**src/rtl/stbus_tx.sv**
```systemverilog
// stbus_tx: ST-bus master transmitter.
// Generates the 8 kHz active-low frame pulse f0 from the 4.096 MHz c4 clock and
// serialises 32 channel bytes per 512-cycle frame, MSB first, two c4 periods
// per bit. Host writes land in a pending buffer; a commit copies the whole
// pending buffer into the active buffer on the next frame wrap, so a frame
// never mixes old and new data.
module stbus_tx #(
  parameter logic [7:0] IDLE_BYTE = 8'hFF
) (
  input  logic       c4,
  input  logic       rst_n,
  input  logic       wr_en,
  input  logic [4:0] wr_ch,
  input  logic [7:0] wr_data,
  input  logic       commit,
  output logic       f0,
  output logic       dout,
  output logic       frame_start,
  output logic       swapped,
  output logic       commit_pend
);

  localparam int         NUM_CH   = 32;
  localparam logic [8:0] CNT_LAST = 9'd511;
  localparam logic [8:0] CNT_ZERO = 9'd0;

  // Select the serial bit for a bit slot within a channel (slot 0 carries bit 7).
  function automatic logic tx_bit(input logic [7:0] byte_v, input logic [2:0] slot);
    logic [2:0] idx;
    idx = 3'd7 - slot;
    return byte_v[idx];
  endfunction

  // Frame position and its next value.
  logic [8:0] cnt_q;
  logic [8:0] cnt_d;

  // Channel buffers.
  logic [7:0] pending_q [NUM_CH];
  logic [7:0] active_q  [NUM_CH];
  logic [7:0] active_d  [NUM_CH];

  // Commit tracking.
  logic commit_pend_q;
  logic commit_pend_d;
  logic wrap_s;
  logic swap_s;

  // Registered line outputs and their next values.
  logic f0_q;
  logic f0_d;
  logic dout_q;
  logic dout_d;
  logic frame_start_q;
  logic frame_start_d;
  logic swapped_q;

  // Next-state logic: frame count, commit handling and the bit to drive next.
  always_comb begin
    cnt_d  = cnt_q + 9'd1;
    wrap_s = (cnt_q == CNT_LAST);
    swap_s = wrap_s & commit_pend_q;

    // A commit arriving on the wrap edge itself re-arms for the following wrap.
    if (commit) begin
      commit_pend_d = 1'b1;
    end else if (wrap_s) begin
      commit_pend_d = 1'b0;
    end else begin
      commit_pend_d = commit_pend_q;
    end

    // The copy uses the pre-write pending contents, so a write on the wrap
    // edge stays pending for a later commit.
    for (int i = 0; i < NUM_CH; i++) begin
      if (swap_s) begin
        active_d[i] = pending_q[i];
      end else begin
        active_d[i] = active_q[i];
      end
    end

    // Outputs are aligned with the count being loaded, so look at cnt_d and
    // active_d: new data shows up as channel 0 bit 7 of the new frame.
    f0_d          = (cnt_d != CNT_ZERO);
    frame_start_d = (cnt_d == CNT_ZERO);
    dout_d        = tx_bit(active_d[cnt_d[8:4]], cnt_d[3:1]);
  end

  // Frame counter, commit flag and registered line outputs.
  always_ff @(posedge c4 or negedge rst_n) begin
    if (!rst_n) begin
      cnt_q         <= CNT_LAST;
      commit_pend_q <= 1'b0;
      f0_q          <= 1'b1;
      dout_q        <= 1'b1;
      frame_start_q <= 1'b0;
      swapped_q     <= 1'b0;
    end else begin
      cnt_q         <= cnt_d;
      commit_pend_q <= commit_pend_d;
      f0_q          <= f0_d;
      dout_q        <= dout_d;
      frame_start_q <= frame_start_d;
      swapped_q     <= swap_s;
    end
  end

  // Pending buffer: host writes, one channel per cycle, last write wins.
  always_ff @(posedge c4 or negedge rst_n) begin
    if (!rst_n) begin
      for (int i = 0; i < NUM_CH; i++) begin
        pending_q[i] <= IDLE_BYTE;
      end
    end else begin
      if (wr_en) begin
        pending_q[wr_ch] <= wr_data;
      end
    end
  end

  // Active buffer: replaced as a whole only on a frame wrap with a commit pending.
  always_ff @(posedge c4 or negedge rst_n) begin
    if (!rst_n) begin
      for (int i = 0; i < NUM_CH; i++) begin
        active_q[i] <= IDLE_BYTE;
      end
    end else begin
      for (int i = 0; i < NUM_CH; i++) begin
        active_q[i] <= active_d[i];
      end
    end
  end

  assign f0          = f0_q;
  assign dout        = dout_q;
  assign frame_start = frame_start_q;
  assign swapped     = swapped_q;
  assign commit_pend = commit_pend_q;

endmodule

```
**config.mk**
```make
export PLATFORM = sky130hd
export DESIGN_NAME = stbus_tx
export DESIGN_NICKNAME = d
export VERILOG_FILES = /design/src/rtl/stbus_tx.sv
export SDC_FILE = /design/constraint.sdc
export NUM_CORES = 1
export LEC_CHECK = 0
export CAP_MARGIN = 10
export CORE_MARGIN = 2
export CORE_UTILIZATION = 27
export CTS_BUF_LIST = sky130_fd_sc_hd__clkbuf_16
export CTS_CLUSTER_SIZE = 10
export DETAILED_ROUTE_END_ITERATION = 12
export HOLD_SLACK_MARGIN = 0.1
export MAX_ROUTING_LAYER = met4
export SLEW_MARGIN = 20
export SYNTH_ARGS = -nofsm -noshare
export SYNTH_HDL_FRONTEND = slang
export SYNTH_SLANG_ARGS = --single-unit
export TNS_END_PERCENT = 5
```
**constraint.sdc**
```tcl
create_clock -name c4 -period 4.3 [get_ports c4]
set_input_delay 0.86 -clock c4 [delete_from_list [all_inputs] [get_ports c4]]
set_output_delay 0.86 -clock c4 [all_outputs]
set_load 0.01 [all_outputs]
```
---- Yosys cells after proc, flatten, opt, wreduce, memory -nomap -nowiden ----
Index checks and enable logic that the tools add are counted.
storage, ports and cells
  bits in registers ....................... 526
  bits in latches ......................... 0
  RAM bits ................................ 0
  ROM bits ................................ 0
  bits of input ports ..................... 17
  output and inout bits ................... 5
  memories ................................ 0
operators by class
  add/subtract/negate cells ............... 2
  $mul .................................... 0
  divide/modulo/power cells ............... 0
  order comparisons ....................... 4
  equality and inequality tests ........... 1
  shift operators ......................... 0
  mux-type cells .......................... 42
  bitwise gates (word level) .............. 3
  reduce and logical (&&, ||, !) cells .... 4
operators by type and width
  cell                   number
  $mux W8                35
  $bwmux W256            1
  $bmux W8 S5            1
  $demux W8 S5           1
  $ge A6 B6 Y1 const B   2
  $not A5 Y6             2
  $add A9 B1 Y9 const B  1
  $eq A9 B9 Y1 const B   1
  $logic_not A9 Y1       1
  $reduce_bool A9 Y1     1
  $lt A6 B1 Y1 const B   1
  $lt A3 B4 Y1 const B   1
  $bmux W1 S3            1
  $mux W1                3
  $sub A3 B3 Y3 const A  1
  $reduce_bool A2 Y1     1
  $and A1 B1 Y1          1
  $logic_and A1 B1 Y1    1

---- Logic depth before layout (Yosys ltp) ----
Gate-level depths: netlist of the first run.
  depth after elaboration ................. 8
  gate-level depth with buffers ........... 18
  gate-level depth less buffers ........... 14

---- Worst setup path before layout of the first run ----
No wires, ideal clock.
  kind .................................... register to register
  start ................................... register cnt_q[5]
  end ..................................... register dout_q (netlist: dout)
  arrival ................................. 3.227 ns
  required time ........................... 4.208 ns
  path slack .............................. 0.981 ns
  stages on the path, launching flop included .. 16
  clock period less this slack ............ 3.319 ns
  cells stage by stage .................... dfstp_2 > clkbuf_1 > nand3_1 > nor2_1 > ha_1 > nand2_1 > inv_2 > clkbuf_1 > buf_2 > buf_1 > nand3_1 > a32o_1 > o21a_1 > o2bb2ai_1 > a2111oi_0 > nor4_1
on the way
  longest elaborated chain between the ends .. 8
RTL lines
  item                                                   RTL line  source
  from (decl)                                            35        logic [8:0] cnt_q;
  from (signal assigned)                                 100       cnt_q <= cnt_d;
  branches (longest 3 deep; another with $add A9 B1 Y9)  --
  $bmux W8 S5 (*)                                        87        dout_d = tx_bit(active_d[cnt_d[8:4]], cnt_d[3:1]);
  $mux W8 (implied by the code) (*) (2 in a row)         87
  $bmux W1 S3 (*)                                        31        return byte_v[idx];
  $mux W1 (implied by the code) (*)                      31
  net dout_d                                             53        logic dout_d;
  to (signal assigned)                                   103       dout_q <= dout_d;
  to (decl)                                              52        logic dout_q;
Mark *: on every way through the listed nets, which the timed path passes. The select of a mux whose other input is x is not followed.
A chain may end at the register's enable or synchronous reset.

==> out/metrics.cfg, run 1 <==
[finish]
stdcell_area_mm2 = 0.02751
syn_to_final_growth_pct = 14.38
drive_gt1_share_pct = 46.27
fin_util_pct = 31.13
final_nets = 2198
layout.cells.non_filler = 3362

[pwr]
p_leak_nw = 11.34
power_mw = 11.28
powerDensity_mw_per_mm2 = 410.0
vdd_drop_max_uv = 286.8

[clock_tree]
ctsHoldBuffers = 0
h-tree-depth = 2
path_clk_slew_ns = 0.06
cts_sinks = 526
cts_buffer_depth = 3
clk_latency_ns = 0.62
cts_buffers = 60
clockRootBuffer = clkbuf_16
cts_setup_buffers = 0
ctsResizeCount = 0
cts_tree = built

[placed_design]
place_inst = 3281
post-dp-hpwl_mm = 40.23
post_dp_cell_area_mm2 = 0.02589
portBuffers = 21
gp_congestion = 0.8689
place_ws_ns = 0.4825

[grt]
grt_pass1_vias = 16163
grt_pass1_wl_mm = 101.0
grt_max_degree = 98
overflow = 0
grtUsageTotal_pct = 14.72
antenna_found_initial = 1

[critical_path]
max_stage_delay_ns = 0.57
critPathRequiredTime_ns = 4.84
crit_arrival_ns = 4.38
path_cells = ha_1, nand3_1, nor2_1, ha_1, nand2_4, buf_12, buf_12, nand2_1, nand2_1, mux2i_1, o21ai_0, o211ai_1, o2bb2ai_1, a2111oi_0, nor4_1
cp-end-kind = flip-flop
cp_max_fo = 47
setup.worst_path.start_class = flip-flop
crit_type = flip-flop to flip-flop
cp_slowest_cell = dfstp_2

[sta]
finalHoldViolCount = 0
worstMarginPinSlew_ns = 0.8573
fin_skew_ns = 0.01491
final.hold.worst_slack_ns = 0.4521
fin_crit_sh_pct = 89.49
slew_violations = 0
grt_setup_unrepaired = no
slew_headroom_pct = 42.72
fin_ws_ns = 0.4518
setup_tns_ns = 0
setup_viol = 0
fmax_mhz = 259.9
period_minus_slack_ns = 3.848

[die]
ios = 22
rows = 109
die_h_um = 302.5
die-area_mm2 = 0.09149
core_mm2 = 0.08837
die_x_um = 302.5
floorplan.initialDensity_pct = 27.22

[routing]
final_antenna_net_count = 0
first_iter_violations = 1241
wirelength_mm = 65.01
vias = 16369
drcViolationCount = 0
dr.pass1.iters = 5
routedWlPerCell_um = 19.34
viasPerCell = 4.869

[synthesis]
synth-async-reset-ratio_pct = 100.0
syn-num-nets = 2174
ys_seq_elements = 526
seq_area_frac_synth_pct = 57.44
synth_cells = 2154
syn_area_per_cell_um2 = 11.17
synth_area_mm2 = 0.02405
synth-edff-count = 0
ys_types = 71
ys.flop_type = dfstp_2
yosys_warnings = 0

[hold_path]
hold_path.class = flip-flop to flip-flop

[run]
drv_cap = 0

[run_status]
status = finished, final reports clean

## cell usage after synthesis, drive strengths merged (4+ instances only)
cell type	count	area, µm²
a2111oi	4	41.29
a211oi	5	37.54
a21oi	6	30.03
a311o	4	40.04
a311oi	7	61.31
a31oi	18	112.6
a32oi	10	87.58
and3	12	75.07
buf	51	287.8
clkbuf	78	292.8
dfstp	523	13740
inv	10	42.54
mux2	283	3187
mux2i	13	130.1
mux4	55	1239
nand2	843	3164
nand2b	4	25.02
nand3	26	135.1
nand4	10	62.56
nor2	52	211.5
nor3	18	101.4
nor3b	5	37.54
o211ai	4	30.03
o21ai	15	75.07
o22ai	28	175.2
o31ai	4	30.03
or2	4	25.03
or3	8	50.05
## state kept, by name, summed over array words and instances (netlist names)
register	count
active_q	256
cnt_q	9
commit_pend	1
dout	1
f0	1
frame_start	1
pending_q	256
swapped	1
## placed cells by master (no fill, tap or decap), types with 8 or more instances in the layout
cell             synthesis  final
buf_12                   2     15
inv_1                    5     18
nand2_1                843    842
o22ai_1                 28     28
mux4_2                  55     55
mux2_2                 283    283
nand3_1                 25     24
nand4_1                 10     10
or3_1                    8      8
a32oi_1                 10     10
nor2_1                  51     51
and3_1                  12     11
clkdlybuf4s50_1          0     20
o21ai_0                 15     15
dfstp_2                523    523
nor3_1                  17     17
a31oi_1                 18     18
mux2i_1                 13     13
buf_4                    4     55
clkbuf_16                0     61
## logic make-up (layout without fill, tap and decap cells)
kind of cell,count (synthesis),in the layout,synth area share [%]
mux,351,351,18.94
buf+inv,140,182,2.606
fa+ha+maj,3,3,0.1561
compound gates,134,134,4.058
other cells,0,1,0
flops,526,526,57.44
simple gates,995,995,16.55
xor+xnor,5,5,0.2445
## layer usage
layer | share of wire, % | vias up | track usage [%]
li1 | - | 7363 | -
met3 | 5.4 | 107 | 1.984
met5 | 0 | - | -
met1 | 46 | 8439 | 20.24
met4 | 2.3 | 0 | 4.340
met2 | 47 | 460 | 22.67
## layout make-up
cell class / instances / area (µm²)
fillers: 8989 / 60860
flip-flops and latches: 526 / 13820
multi-input cells: 1488 / 9634
clock buffers: 61 / 1526
well taps: 1165 / 1458
repair buffers: 91 / 928.4
clock inverters: 19 / 91.34
inverters: 11 / 53.80
diodes: 1 / 2.502
## worst paths after layout
kind                                start       endpoint  depth (start not counted)  slack, ns
setup / recovery                 cnt_q[0]           dout                         15       0.45
setup reg to reg                 cnt_q[0]           dout                         15       0.45
hold / removal             pending_q[251]  active_q[251]                          2       0.45
max in group asynchronous           rst_n  active_q[188]                          2       3.03
min in group asynchronous           rst_n  active_q[200]                          1       0.66
hold reg to reg            pending_q[251]  active_q[251]                          2       0.45
## where the power goes
| group | leakage [nW] | switching [mW] | total (mW) | internal [mW] |
|---|---|---|---|---|
| sequential | 5.46 | 0.298 | 6.08 | 5.78 |
| combinational | 5.03 | 0.325 | 0.756 | 0.431 |
| clock | 0.846 | 1.95 | 4.45 | 2.50 |
| total | 11.3 | 2.57 | 11.3 | 8.71 |
## critical path: cells and delay by family, from the launching register on
family	cells	cell delay [ns]
fa+ha+maj	2	0.49
simple gates	6	0.66
flops	1	0.57
buf+inv	2	0.43
mux	1	0.36
compound gates	4	1.21
(Power assumes the default switching activity.)
==> inputs of run 2 (changes only) <==
--- a/config.mk
+++ b/config.mk
@@ -7,12 +7,13 @@
 export LEC_CHECK = 0
 export CAP_MARGIN = 10
 export CORE_MARGIN = 2
-export CORE_UTILIZATION = 27
+export CORE_UTILIZATION = 50
 export CTS_BUF_LIST = sky130_fd_sc_hd__clkbuf_16
 export CTS_CLUSTER_SIZE = 10
 export DETAILED_ROUTE_END_ITERATION = 12
 export HOLD_SLACK_MARGIN = 0.1
 export MAX_ROUTING_LAYER = met4
+export PLACE_DENSITY = 0.66
 export SLEW_MARGIN = 20
 export SYNTH_ARGS = -nofsm -noshare
 export SYNTH_HDL_FRONTEND = slang
==> run 2 against run 1 <==
Final cell count is 17% lower. Global-route usage is 12 points higher. Non-clock buffer count is 11 lower. Largest power group unchanged.
==> out/metrics.cfg, run 2 (synthesis results as in run 1) <==
[grt]
grtUsageTotal_pct = 26.35  ; +12 points
overflow = 0  ; unchanged
grt_pass1_wl_mm = 98.12  ; -2.8%
grt_pass1_vias = 16755  ; +3.7%
grt_max_degree = 115  ; +17%
antenna_found_initial = 0  ; -1

[sta]
fmax_mhz = 259.8  ; about the same
worstMarginPinSlew_ns = 0.9553  ; +0.09794 ns
finalHoldViolCount = 0  ; unchanged
setup_viol = 0  ; unchanged
setup_tns_ns = 0  ; unchanged
fin_crit_sh_pct = 89.51  ; about the same
slew_violations = 0  ; unchanged
period_minus_slack_ns = 3.849  ; +0.0005000 ns
slew_headroom_pct = 36.08  ; -6.6 points
grt_setup_unrepaired = no
fin_skew_ns = 0.01484  ; -0.00007480 ns

[routing]
wirelength_mm = 61.88  ; -4.8%
routedWlPerCell_um = 22.17  ; +15%
route.met3.wl_mm = 4.094  ; +16%
drcViolationCount = 0  ; unchanged
dr.pass1.iters = 5  ; unchanged
drt-met1-wl_mm = 27.34  ; -8.0%
met2_length_mm = 28.64  ; -5.4%
vias = 16414  ; +0.27%
final_antenna_net_count = 0  ; unchanged
first_iter_violations = 1420  ; +14%
top_layer_used = met4
viasPerCell = 5.881  ; +21%

[clock_tree]
ctsHoldBuffers = 0  ; unchanged
cts_buffer_depth = 3  ; unchanged
cts_tree = built
cts_setup_buffers = 0  ; unchanged
clockRootBuffer = clkbuf_16
h-tree-depth = 2  ; unchanged
cts_buffers = 59  ; -1.7%
path_clk_slew_ns = 0.05  ; about the same
clk_latency_ns = 0.62  ; about the same
cts_sinks = 526  ; unchanged
ctsResizeCount = 0  ; unchanged

[die]
floorplan.initialDensity_pct = 50.48  ; +23 points
rows = 80  ; -27%
ios = 22  ; unchanged
die_h_um = 223.3  ; -26%
die-area_mm2 = 0.04988  ; -45%
core_mm2 = 0.04765  ; -46%
die_x_um = 223.3  ; -26%

[critical_path]
cp_max_fo = 58  ; +23%
critPathRequiredTime_ns = 4.82  ; -0.02 ns
crit_buf_inv = 2  ; unchanged
crit_type = flip-flop to flip-flop
path_cells = ha_1, nand3_1, nor2_1, ha_1, nand2_4, inv_8, buf_4, nand2_1, nand2_1, mux2i_1, a2111oi_0, a211oi_1, o32ai_1, nor3_1, nor4_1
cp_top_family = compound AO/OA/AOI/OAI gates
cp_slowest_cell = a2111oi_0
crit_arrival_ns = 4.36  ; -0.02 ns
cp-end-kind = flip-flop
setup.worst_path.start_class = flip-flop
max_stage_delay_ns = 0.65  ; +0.08 ns

[pwr]
p_sw_share_pct = 22.42  ; -0.39 points
clkPwrFrac_pct = 38.9  ; -0.5 points
pwr-share-seq_pct = 54.4  ; +0.5 points
powerDensity_mw_per_mm2 = 419.2  ; +2.2%
p_int_mw = 8.677  ; -0.35%
p_sw_mw = 2.508  ; -2.5%
p_leak_nw = 11.24  ; -0.85%
p_comb_share_pct = 6.7  ; about the same
power_mw = 11.18  ; -0.85%
vdd_drop_max_uv = 335.5  ; +17%

[finish]
top_regs = active_q x256, pending_q x256, cnt_q x9
final_common_cell = nand2_1
diodes = 0  ; -1
layout.cells.non_filler = 2791  ; -17%
syn_to_final_growth_pct = 10.93
stdcell_area_mm2 = 0.02668  ; -3.0%
final_nets = 2186  ; -0.55%
drive_gt1_share_pct = 46.23  ; about the same
final_cell_mix = nand2_1 (842), dfstp_2 (523), mux2_2 (283)

[placed_design]
gp_congestion = 0.9333  ; +7.4%
portBuffers = 21  ; unchanged
post-dp-hpwl_mm = 38.04  ; -5.4%
place_inst = 2720  ; -17%
post_dp_cell_area_mm2 = 0.02511  ; -3.0%

[run]
drv_cap = 0  ; unchanged

[hold_path]
hold_path.class = flip-flop to flip-flop

[run_status]
status = finished, final reports clean

-- run 2: per-stage QoR --
step / hold WS, ns / util [%] / setup slack, ns
5_1_grt: 0.4697 / 56.00 / 0.2449
4_1_cts: 0.4567 / 56.00 / 0.4993
3_5_place_dp: 0.4469 / 52.70 / 0.5211
3_3_place_gp: 0.4434 / 52.70 / 0.5562
2_1_floorplan: 0.4370 / - / 0.9813
6_report: 0.4541 / 56.00 / 0.4513
-- run 2: layout make-up --
cell class | count | area, µm²
fillers | 3999 | 20960
multi-input cells | 1488 | 9629
clock buffers | 59 | 1476
well taps | 615 | 769.5
flip-flops and latches | 526 | 13820
clock inverters | 12 | 97.59
inverters | 11 | 53.80
repair buffers | 80 | 838.3
-- run 2: power by group through the flow --
stage | sequential [mW] | combinational, mW | clock, mW
detailed placement | 6.14 | 0.762 | 0
finish | 6.08 | 0.751 | 4.35
global placement | 6.11 | 0.728 | 0
CTS | 6.07 | 0.763 | 4.44
global route | 6.14 | 0.825 | 4.64
floorplan | 6.03 | 0.538 | 0
-- run 2: final timing paths --
check / endpoint / startpoint / depth (start not counted) / slack [ns]
setup / recovery: dout / cnt_q[0] / 15 / 0.45
hold / removal: active_q[177] / pending_q[177] / 2 / 0.45
setup reg to reg: dout / cnt_q[0] / 15 / 0.45
hold reg to reg: active_q[177] / pending_q[177] / 2 / 0.45
max in group asynchronous: active_q[80] / rst_n / 2 / 2.92
min in group asynchronous: active_q[253] / rst_n / 1 / 0.74
-- run 2: routing by layer --
layer / up-vias / GRT usage, %
met5: - / -
met4: 0 / 8.495
met3: 136 / 4.820
met2: 502 / 39.75
met1: 8464 / 36.36
li1: 7312 / -
-- run 2: worst reg2reg max path: stages (launching register included) --
cell and delay [ns]:
dfstp_2 0.56, ha_1 0.26, nand3_1 0.14, nor2_1 0.14, ha_1 0.22, nand2_4 0.14, inv_8 0.36, buf_4 0.32
nand2_1 0.08, nand2_1 0.08, mux2i_1 0.07, a2111oi_0 0.65, a211oi_1 0.17, o32ai_1 0.28, nor3_1 0.07, nor4_1 0.21
==> inputs of run 3 (changes only) <==
--- a/config.mk
+++ b/config.mk
@@ -6,7 +6,7 @@
 export NUM_CORES = 1
 export LEC_CHECK = 0
 export CAP_MARGIN = 10
-export CORE_MARGIN = 2
+export CORE_MARGIN = 5
 export CORE_UTILIZATION = 50
 export CTS_BUF_LIST = sky130_fd_sc_hd__clkbuf_16
 export CTS_CLUSTER_SIZE = 10
==> run 3 against run 2 <==
Core utilization fell by 0.076 points. First-iteration DRC count grew 11%. Sequential cell count did not move. Routed wire length down 0.72%. Count of clock-buffer cells in the layout did not move.
==> out/metrics.cfg, run 3 (synthesis results as in run 1) <==
[run_status]
status = finished, final reports clean

[sta]
setup_tns_ns = 0  ; unchanged
fmax_mhz = 244.7  ; -5.8%
worstMarginPinSlew_ns = 0.9557  ; +0.0003915 ns
slew_headroom_pct = 36.05  ; about the same
setup_viol = 0  ; unchanged
period_minus_slack_ns = 4.086  ; +0.2372 ns
final.hold.worst_slack_ns = 0.4507  ; -0.003385 ns
fin_crit_sh_pct = 95.02  ; +5.5 points
slew_violations = 0  ; unchanged
fin_skew_ns = 0.01236  ; -0.002475 ns
finalHoldViolCount = 0  ; unchanged
grt_setup_unrepaired = no

[routing]
routedWlPerCell_um = 22.02  ; -0.68%
viasPerCell = 5.873  ; -0.13%
drcViolationCount = 0  ; unchanged
vias = 16386  ; -0.17%
final_antenna_net_count = 0  ; unchanged
wirelength_mm = 61.44  ; -0.72%
first_iter_violations = 1579  ; +11%
dr.pass1.iters = 5  ; unchanged

[critical_path]
crit_arrival_ns = 4.61  ; +0.25 ns
critPathRequiredTime_ns = 4.83  ; about the same
crit_type = flip-flop to flip-flop
setup.worst_path.start_class = flip-flop
cp_max_fo = 53  ; -8.6%
cp-end-kind = flip-flop

[hold_path]
hold_path.class = flip-flop to flip-flop

[clock_tree]
cts_buffers = 59  ; unchanged
clk_latency_ns = 0.62  ; about the same
cts_tree = built
cts_setup_buffers = 0  ; unchanged
ctsResizeCount = 0  ; unchanged
cts_sinks = 526  ; unchanged
ctsHoldBuffers = 0  ; unchanged
h-tree-depth = 2  ; unchanged
cts_buffer_depth = 3  ; unchanged
clockRootBuffer = clkbuf_16
path_clk_slew_ns = 0.06  ; about the same

[finish]
diodes = 0  ; unchanged
final_cell_mix = nand2_1 (842), dfstp_2 (523), mux2_2 (283)
drive_gt1_share_pct = 46.16  ; -0.071 points
final_nets = 2185  ; -0.046%
n_fill_cell = 4008  ; +0.23%
top_regs = active_q x256, pending_q x256, cnt_q x9
final_common_cell = nand2_1
syn_to_final_growth_pct = 10.78
multi_input_area_mm2 = 0.009630  ; about the same
register_area_mm2 = 0.01382  ; unchanged

[pwr]
vdd_drop_max_uv = 410.7  ; +22%
p_leak_nw = 11.22  ; -0.21%
powerDensity_mw_per_mm2 = 418.6  ; -0.13%

[die]
rows = 80  ; unchanged
die_x_um = 229.3  ; +2.7%
ios = 22  ; unchanged
die-area_mm2 = 0.05259  ; +5.4%
floorplan.initialDensity_pct = 50.48  ; unchanged
core_mm2 = 0.04765  ; unchanged
die_h_um = 229.3  ; +2.7%

[grt]
antenna_found_initial = 0  ; unchanged
grt_pass1_vias = 16670  ; -0.51%
overflow = 0  ; unchanged
grt_max_degree = 119  ; +3.5%
grt_pass1_wl_mm = 97.47  ; -0.67%
grtUsageTotal_pct = 24.02  ; -2.3 points

[placed_design]
portBuffers = 21  ; unchanged
post-dp-hpwl_mm = 38.76  ; +1.9%
gp_congestion = 0.8677  ; -7.0%

[run]
drv_cap = 0  ; unchanged

[run 3: changes by cell type in the layout (fill, tap and decap cells not counted), sizes merged]
cell | before | now
bufinv | 1 | 0
inv | 16 | 18
clkinv | 6 | 5
buf | 64 | 63
[run 3: final timing paths]
check | start | endpoint | slack [ns] | cells past startpoint
min in group asynchronous | rst_n | pending_q[173] | 0.79 | 1
setup reg to reg | cnt_q[0] | dout | 0.21 | 13
max in group asynchronous | rst_n | active_q[103] | 2.88 | 2
hold reg to reg | pending_q[246] | active_q[246] | 0.45 | 2
setup / recovery | cnt_q[0] | dout | 0.21 | 13
hold / removal | pending_q[246] | active_q[246] | 0.45 | 2
[run 3: metrics by stage]
stage / cells / cell area (µm²) / setup slack, ns / power, mW / util (%)
2_1_floorplan: 2154 / 24050 / 0.9813 / 6.573 / -
3_3_place_gp: 2719 / 25100 / 0.1945 / 6.838 / 52.68
3_5_place_dp: 2719 / 25100 / 0.1153 / 6.901 / 52.68
4_1_cts: 2790 / 26640 / 0.1037 / 11.25 / 55.92
5_1_grt: 2790 / 26650 / 0.02947 / 11.60 / 55.92
6_report: 2790 / 26650 / 0.2140 / 11.15 / 55.92
[run 3: critical path, stage by stage, from the launching register on]
cell,delay [ns]
dfstp_2,0.57
ha_1,0.25
nand3_1,0.13
nor2_1,0.13
ha_1,0.23
nand2_4,0.24
buf_4,0.40
nand2_1,0.14
nand2_1,0.09
mux4_2,0.51
o22ai_1,0.40
o2bb2ai_1,0.13
a2111oi_1,0.60
nor4_1,0.13
[run 3: routing by layer]
metal / routed length (µm) / vias to the layer above / track usage, %
met5: 0 / - / -
met4: 1400 / 0 / 5.657
met3: 3976 / 111 / 4.484
met2: 28720 / 523 / 36.99
met1: 27340 / 8448 / 33.58
li1: - / 7304 / -
[run 3: report_power, final]
part	switching [mW]	internal, mW
combinational	0.321	0.428
clock	1.91	2.41
sequential	0.304	5.78
[run 3: layout make-up]
| class | count | share of cell area (%) |
|---|---|---|
| clock buffers | 59 | 5.541 |
| flip-flops and latches | 526 | 51.85 |
| clock inverters | 12 | 0.2536 |
| inverters | 11 | 0.2019 |
| multi-input cells | 1488 | 36.14 |
| repair buffers | 79 | 3.118 |
| well taps | 615 | 2.888 |
